--- config.mk ---
export PLATFORM = sky130hd
export DESIGN_NAME = atan_sched
export DESIGN_NICKNAME = d
export VERILOG_FILES = /design/src/rtl/atan_sched_pkg.sv /design/src/rtl/atan_sched_rr_pick.sv /design/src/rtl/atan_sched.sv
export SDC_FILE = /design/constraint.sdc
export NUM_CORES = 1
export LEC_CHECK = 0
export ABC_AREA = 1
export CAP_MARGIN = 20
export CORE_AREA = 2 2 157 159
export CTS_BUF_LIST = sky130_fd_sc_hd__clkbuf_16
export DETAILED_ROUTE_END_ITERATION = 6
export DIE_AREA = 0 0 159 161
export DONT_BUFFER_PORTS = 1
export GPL_TIMING_DRIVEN = 0
export PLACE_DENSITY_LB_ADDON = 0.3
export SLEW_MARGIN = 20
export SYNTH_ARGS = -nofsm -noshare
export SYNTH_HDL_FRONTEND = slang
export SYNTH_SLANG_ARGS = --single-unit
--- constraint.sdc ---
create_clock -name clk -period 4 [get_ports clk]
set_clock_uncertainty 0.2 [all_clocks]
set_input_delay 0.4 -clock clk [delete_from_list [all_inputs] [get_ports clk]]
set_output_delay 0.4 -clock clk [all_outputs]
set_load 0.1 [all_outputs]
--- src/rtl/atan_sched_pkg.sv ---
// Shared types and default sizing for the arctan request scheduler.
// Optional build macro used by the scheduler: ATAN_ZERO_CHK_EN.
package atan_sched_pkg;

    localparam int ATAN_NREQ   = 4;
    localparam int ATAN_W      = 32;
    localparam int ATAN_SETTLE = 2;

    typedef enum logic [1:0] {
        IDLE  = 2'd0,
        ISSUE = 2'd1,
        RESP  = 2'd2
    } sched_state_t;

    // Width of a down-counter that must hold values 0..n-1 (at least one bit).
    function automatic int cnt_width(input int n);
        return (n > 1) ? $clog2(n) : 1;
    endfunction

endpackage

--- src/rtl/atan_sched_rr_pick.sv ---
// Combinational round-robin picker: first set request at or above ptr, with wrap.
// Produces a one-hot grant, its index, and an any-request flag.
module rr_pick #(
    parameter int NREQ = 4,
    parameter int IW   = $clog2(NREQ)
) (
    input  logic [NREQ-1:0] req,
    input  logic [IW-1:0]   ptr,
    output logic [NREQ-1:0] gnt,
    output logic [IW-1:0]   idx,
    output logic            any
);

    int j;

    always_comb begin
        gnt = '0;
        idx = '0;
        any = 1'b0;
        j   = 0;
        for (int k = 0; k < NREQ; k++) begin
            j = int'(ptr) + k;
            if (j >= NREQ) begin
                j = j - NREQ;
            end
            if (!any && req[j]) begin
                any    = 1'b1;
                gnt[j] = 1'b1;
                idx    = IW'(j);
            end
        end
    end

endmodule

--- src/rtl/atan_sched.sv ---
// Shares one combinational arctan core among NREQ requesters, round-robin.
// Optional build macro: ATAN_ZERO_CHK_EN (short-circuit the zero vector with rsp_err).
module atan_sched
    import atan_sched_pkg::*;
#(
    parameter int NREQ   = ATAN_NREQ,
    parameter int W      = ATAN_W,
    parameter int SETTLE = ATAN_SETTLE
) (
    input  logic                    clk,
    input  logic                    rst,
    input  logic [NREQ-1:0]         req_valid,
    output logic [NREQ-1:0]         req_ready,
    input  logic [NREQ*W-1:0]       req_x,
    input  logic [NREQ*W-1:0]       req_y,
    output logic [W-1:0]            core_x,
    output logic [W-1:0]            core_y,
    input  logic [W-1:0]            core_theta,
    output logic [NREQ-1:0]         rsp_valid,
    output logic [W-1:0]            rsp_theta,
    output logic [$clog2(NREQ)-1:0] rsp_id,
    output logic                    rsp_err,
    output logic                    busy
);

    localparam int IW = $clog2(NREQ);
    localparam int CW = cnt_width(SETTLE);

    sched_state_t    state_q, state_d;
    logic [IW-1:0]   ptr_q;
    logic [CW-1:0]   cnt_q;
    logic [W-1:0]    core_x_q, core_y_q, theta_q;
    logic [IW-1:0]   id_q;

    logic [NREQ-1:0] pick_gnt;
    logic [IW-1:0]   pick_idx;
    logic            pick_any;
    logic            accept_en;
    logic            xfer;
    logic            zero_vec;
    logic [W-1:0]    win_x, win_y;
    logic [IW-1:0]   ptr_next;

    rr_pick #(
        .NREQ (NREQ),
        .IW   (IW)
    ) u_pick (
        .req (req_valid),
        .ptr (ptr_q),
        .gnt (pick_gnt),
        .idx (pick_idx),
        .any (pick_any)
    );

    // The RESP cycle doubles as an arbitration slot so that a new request can be
    // taken on the edge that retires the response: one result per SETTLE+1 cycles.
    assign accept_en = !rst && ((state_q == IDLE) || (state_q == RESP));
    assign xfer      = accept_en && pick_any;
    assign win_x     = req_x[int'(pick_idx)*W +: W];
    assign win_y     = req_y[int'(pick_idx)*W +: W];
    assign ptr_next  = (pick_idx == IW'(NREQ - 1)) ? '0 : pick_idx + IW'(1);

`ifdef ATAN_ZERO_CHK_EN
    assign zero_vec = (win_x == '0) && (win_y == '0);
`else
    assign zero_vec = 1'b0;
`endif

    // State register
    always_ff @(posedge clk) begin
        if (rst) begin
            state_q <= IDLE;
        end else begin
            state_q <= state_d;
        end
    end

    // Next-state logic
    always_comb begin
        state_d = state_q;
        case (state_q)
            IDLE: begin
                if (xfer) begin
                    state_d = zero_vec ? RESP : ISSUE;
                end
            end
            ISSUE: begin
                if (cnt_q == '0) begin
                    state_d = RESP;
                end
            end
            RESP: begin
                if (xfer) begin
                    state_d = zero_vec ? RESP : ISSUE;
                end else begin
                    state_d = IDLE;
                end
            end
            default: state_d = IDLE;
        endcase
    end

    // Datapath: operand capture, settle counter, theta capture, response id.
    always_ff @(posedge clk) begin
        if (rst) begin
            ptr_q    <= '0;
            cnt_q    <= '0;
            core_x_q <= '0;
            core_y_q <= '0;
            theta_q  <= '0;
            id_q     <= '0;
        end else if (xfer) begin
            ptr_q <= ptr_next;
            id_q  <= pick_idx;
            cnt_q <= CW'(SETTLE - 1);
            if (zero_vec) begin
                theta_q <= '0;
            end else begin
                core_x_q <= win_x;
                core_y_q <= win_y;
            end
        end else if (state_q == ISSUE) begin
            if (cnt_q == '0) begin
                theta_q <= core_theta;
            end else begin
                cnt_q <= cnt_q - CW'(1);
            end
        end
    end

`ifdef ATAN_ZERO_CHK_EN
    logic err_q;

    always_ff @(posedge clk) begin
        if (rst) begin
            err_q <= 1'b0;
        end else if (xfer) begin
            err_q <= zero_vec;
        end
    end
`endif

    // Outputs
    always_comb begin
        req_ready = '0;
        rsp_valid = '0;
        busy      = 1'b0;
        rsp_err   = 1'b0;
        if (accept_en) begin
            req_ready = pick_gnt;
        end
        if (!rst) begin
            busy = (state_q != IDLE);
            if (state_q == RESP) begin
                rsp_valid[id_q] = 1'b1;
`ifdef ATAN_ZERO_CHK_EN
                rsp_err = err_q;
`endif
            end
        end
    end

    assign core_x    = core_x_q;
    assign core_y    = core_y_q;
    assign rsp_theta = theta_q;
    assign rsp_id    = id_q;

endmodule
==> impl_metrics.env <==
export IMPL_grt_setup_unrepaired="no"
export IMPL_ant_nets=0
export IMPL_slew_limit_headroom=0.251
export IMPL_yosysSeqAreaShare=0.311
export IMPL_ios=402
export IMPL_routed_wl_um=28900
export IMPL_crit_path_start_kind="flop"
export IMPL_drc=0
export IMPL_finalSetupViolations=0
export IMPL_synth_compound_area_frac=0.0575
export IMPL_antenna_found_initial=3
export IMPL_cts_setup_buffers=0
export IMPL_post_dp_cell_area_sq_um=7180
export IMPL_drtPass1Iterations=5
export IMPL_area_delta_synth_final_pct=16.6
export IMPL_postSynth_asyncResetShare=0
export IMPL_vias=7480
export IMPL_hold_viol_final=0
export IMPL_path_max_fanout=8
export IMPL_synth_simple_gate_area_frac=0.489
export IMPL_die_height_um=161
export IMPL_cts_buffer_depth=2
export IMPL_die_w_um=159
export IMPL_yosysWarnings=0
export IMPL_worst_pin_slew_ns=1.12
export IMPL_cts_buffers=9
export IMPL_drt_iter0_drc=408
export IMPL_num_rows=57
export IMPL_postSynthAreaPerCell_sq_um=5.99
export IMPL_synth_seq_cells=103
export IMPL_wl_per_cell_um=19.5
export IMPL_avgViaCountPerCell=5.06
export IMPL_clkSinkCount=103
export IMPL_final_common_cell="nand2_1"
export IMPL_critPathRequiredTime_ns=3.40
export IMPL_arrival_ns=3.10
export IMPL_drive_above_1_share=0.0797
export IMPL_ctsHtreeMaxLevel=3
export IMPL_status="finished clean"
export IMPL_first_global_vias=7236
export IMPL_path_class="reg2out"
export IMPL_gr_total_overflow=0
export IMPL_core_area_sq_um=24000
export IMPL_synth_ff_type="dfxtp_1"
export IMPL_grt_max_degree=19
export IMPL_synthAdderAreaFrac=0.00943
export IMPL_max_freq_mhz=270
export IMPL_finalCriticalPeriod_ns=3.70
export IMPL_grt_pass1_wl_um=43200
export IMPL_synth_fp_nets=1408
export IMPL_netlist_instances=1109
export IMPL_dp_hpwl_um=22600
export IMPL_synth_top_family_by_area="simple AND/OR/NAND/NOR gates"
export IMPL_muxShareOfSynthArea=0
export IMPL_drv_cap=0
export IMPL_synthXorXnorAreaFrac=0
export IMPL_fin_nets=1448
export IMPL_grt_use_total=0.218
export IMPL_die_area_sq_um=25600
export IMPL_yosysUniqueCellTypes=33
export IMPL_design_area_sq_um=7740
export IMPL_cts_tree="yes"
export IMPL_hp_class="in2reg"
export IMPL_synth_edf_count=0
export IMPL_clk_pin_slew_ns=0.08
export IMPL_drv_slew=0
export IMPL_place_gp_congestion=0.867
export IMPL_fin_crit_sh=0.926
export IMPL_cts_root_buf="clkbuf_16"
export IMPL_clk_latency_ns=0.36
export IMPL_critPathCaptureType="primary output"
export IMPL_initial_core_util=0.277
export IMPL_synth_cell_area_sq_um=6640
export IMPL_io_buffers=0
export IMPL_mostFrequentLayoutCells="nand2_1, nand3_1, inv_1, dfxtp_1, nand4_1"
export IMPL_fill_cells=2756
-- per-stage QoR --
step | setup TNS (ns) | setup WS [ns] | hold WS (ns) | util | cells
after detailed placement | 0 | 0.648 | 0.285 | 0.300 | 1437
after floorplan | 0 | 0.116 | 0.260 | - | 1109
after CTS | 0 | 0.243 | 0.00110 | 0.321 | 1476
after global placement | -0.201 | -0.155 | 0.288 | 0.294 | 1433
after global routing | 0 | 0.00721 | 0.00279 | 0.323 | 1479
final | 0 | 0.297 | 0.0119 | 0.323 | 1479
-- critical path: stages (launching register included) --
cell	delay, ns
dfxtp_1	0.57
inv_1	0.21
ha_1	0.41
inv_1	0.09
nand2_1	0.07
nand2_1	0.10
nor2_4	0.16
nand2_1	0.12
o22ai_1	0.13
a21oi_1	0.05
o21ai_0	0.08
nand2_1	0.08
inv_1	0.65
-- layer usage --
layer / global-route usage / vias to the layer above / routed length (um)
li1: - / 3647 / -
met1: 0.249 / 3455 / 11400
met2: 0.384 / 333 / 14200
met3: 0.0783 / 41 / 2640
met4: 0.0632 / 4 / 638
met5: 0 / - / 23
-- registers in the layout, summed over array words and instances (netlist names) --
| name | flops |
|---|---|
| ptr_q | 2 |
| core_y | 32 |
| core_x | 32 |
| rsp_id | 2 |
| rsp_theta | 32 |
| state_q | 2 |
| cnt_q | 1 |
-- synthesized netlist by cell type (4+ instances only) --
| library cell | number | share of area |
|---|---|---|
| nand4_1 | 62 | 0.058 |
| and3_1 | 13 | 0.012 |
| ha_1 | 5 | 0.0094 |
| buf_1 | 7 | 0.0040 |
| a21oi_1 | 40 | 0.030 |
| buf_4 | 11 | 0.012 |
| dfxtp_1 | 103 | 0.31 |
| buf_6 | 5 | 0.0085 |
| inv_2 | 4 | 0.0023 |
| clkbuf_1 | 38 | 0.021 |
| buf_2 | 21 | 0.016 |
| nand2_2 | 6 | 0.0057 |
| nand3_1 | 185 | 0.14 |
| nor2_1 | 24 | 0.014 |
| inv_1 | 118 | 0.067 |
| o21ai_0 | 12 | 0.0090 |
| o211ai_1 | 10 | 0.011 |
| or2_2 | 10 | 0.0094 |
| nand2_1 | 415 | 0.23 |
-- kinds of logic (layout without fill, tap and decap cells) --
group           count (synthesis)  after routing
simple gates                  725            725
buf+inv                       206            251
flops                         103            103
compound gates                 69             69
fa+ha+maj                       5              5
other cells                     1              2
-- repair_timing --
| item | 4_1_cts | 5_1_grt |
|---|---|---|
| gates resized for setup | 0 | 1 |
| hold endpoints to repair | 23 | 0 |
| hold buffers | 23 | 0 |
| endpoints found under the setup margin | 0 | 1 |
-- cell type report --
type	instances	area, sq um	share of cell area
timing repair buffer	29	367	0.0474
sequential	103	2060	0.266
multi-input combinational	800	3730	0.483
inverter	124	474	0.0613
antenna	1	2.50	0.000323
clock inverter	7	53.8	0.00695
tap	324	405	0.0524
clock buffer	9	225	0.0291
buffer	82	413	0.0534
-- path summary, 6_finish.rpt --
| check | start | endpoint | slack, ns | cells after the start |
|---|---|---|---|---|
| min reg2reg | cnt_q | state_q[0] | 0.29 | 2 |
| min | req_y[13] | core_y[13] | 0.01 | 2 |
| max | ptr_q[1] | req_ready[1] | 0.30 | 12 |
| max reg2reg | ptr_q[1] | core_x[7] | 0.69 | 13 |
Power is not shown: default switching activity piles up to over one toggle a cycle in this logic, so the estimate is an artifact.
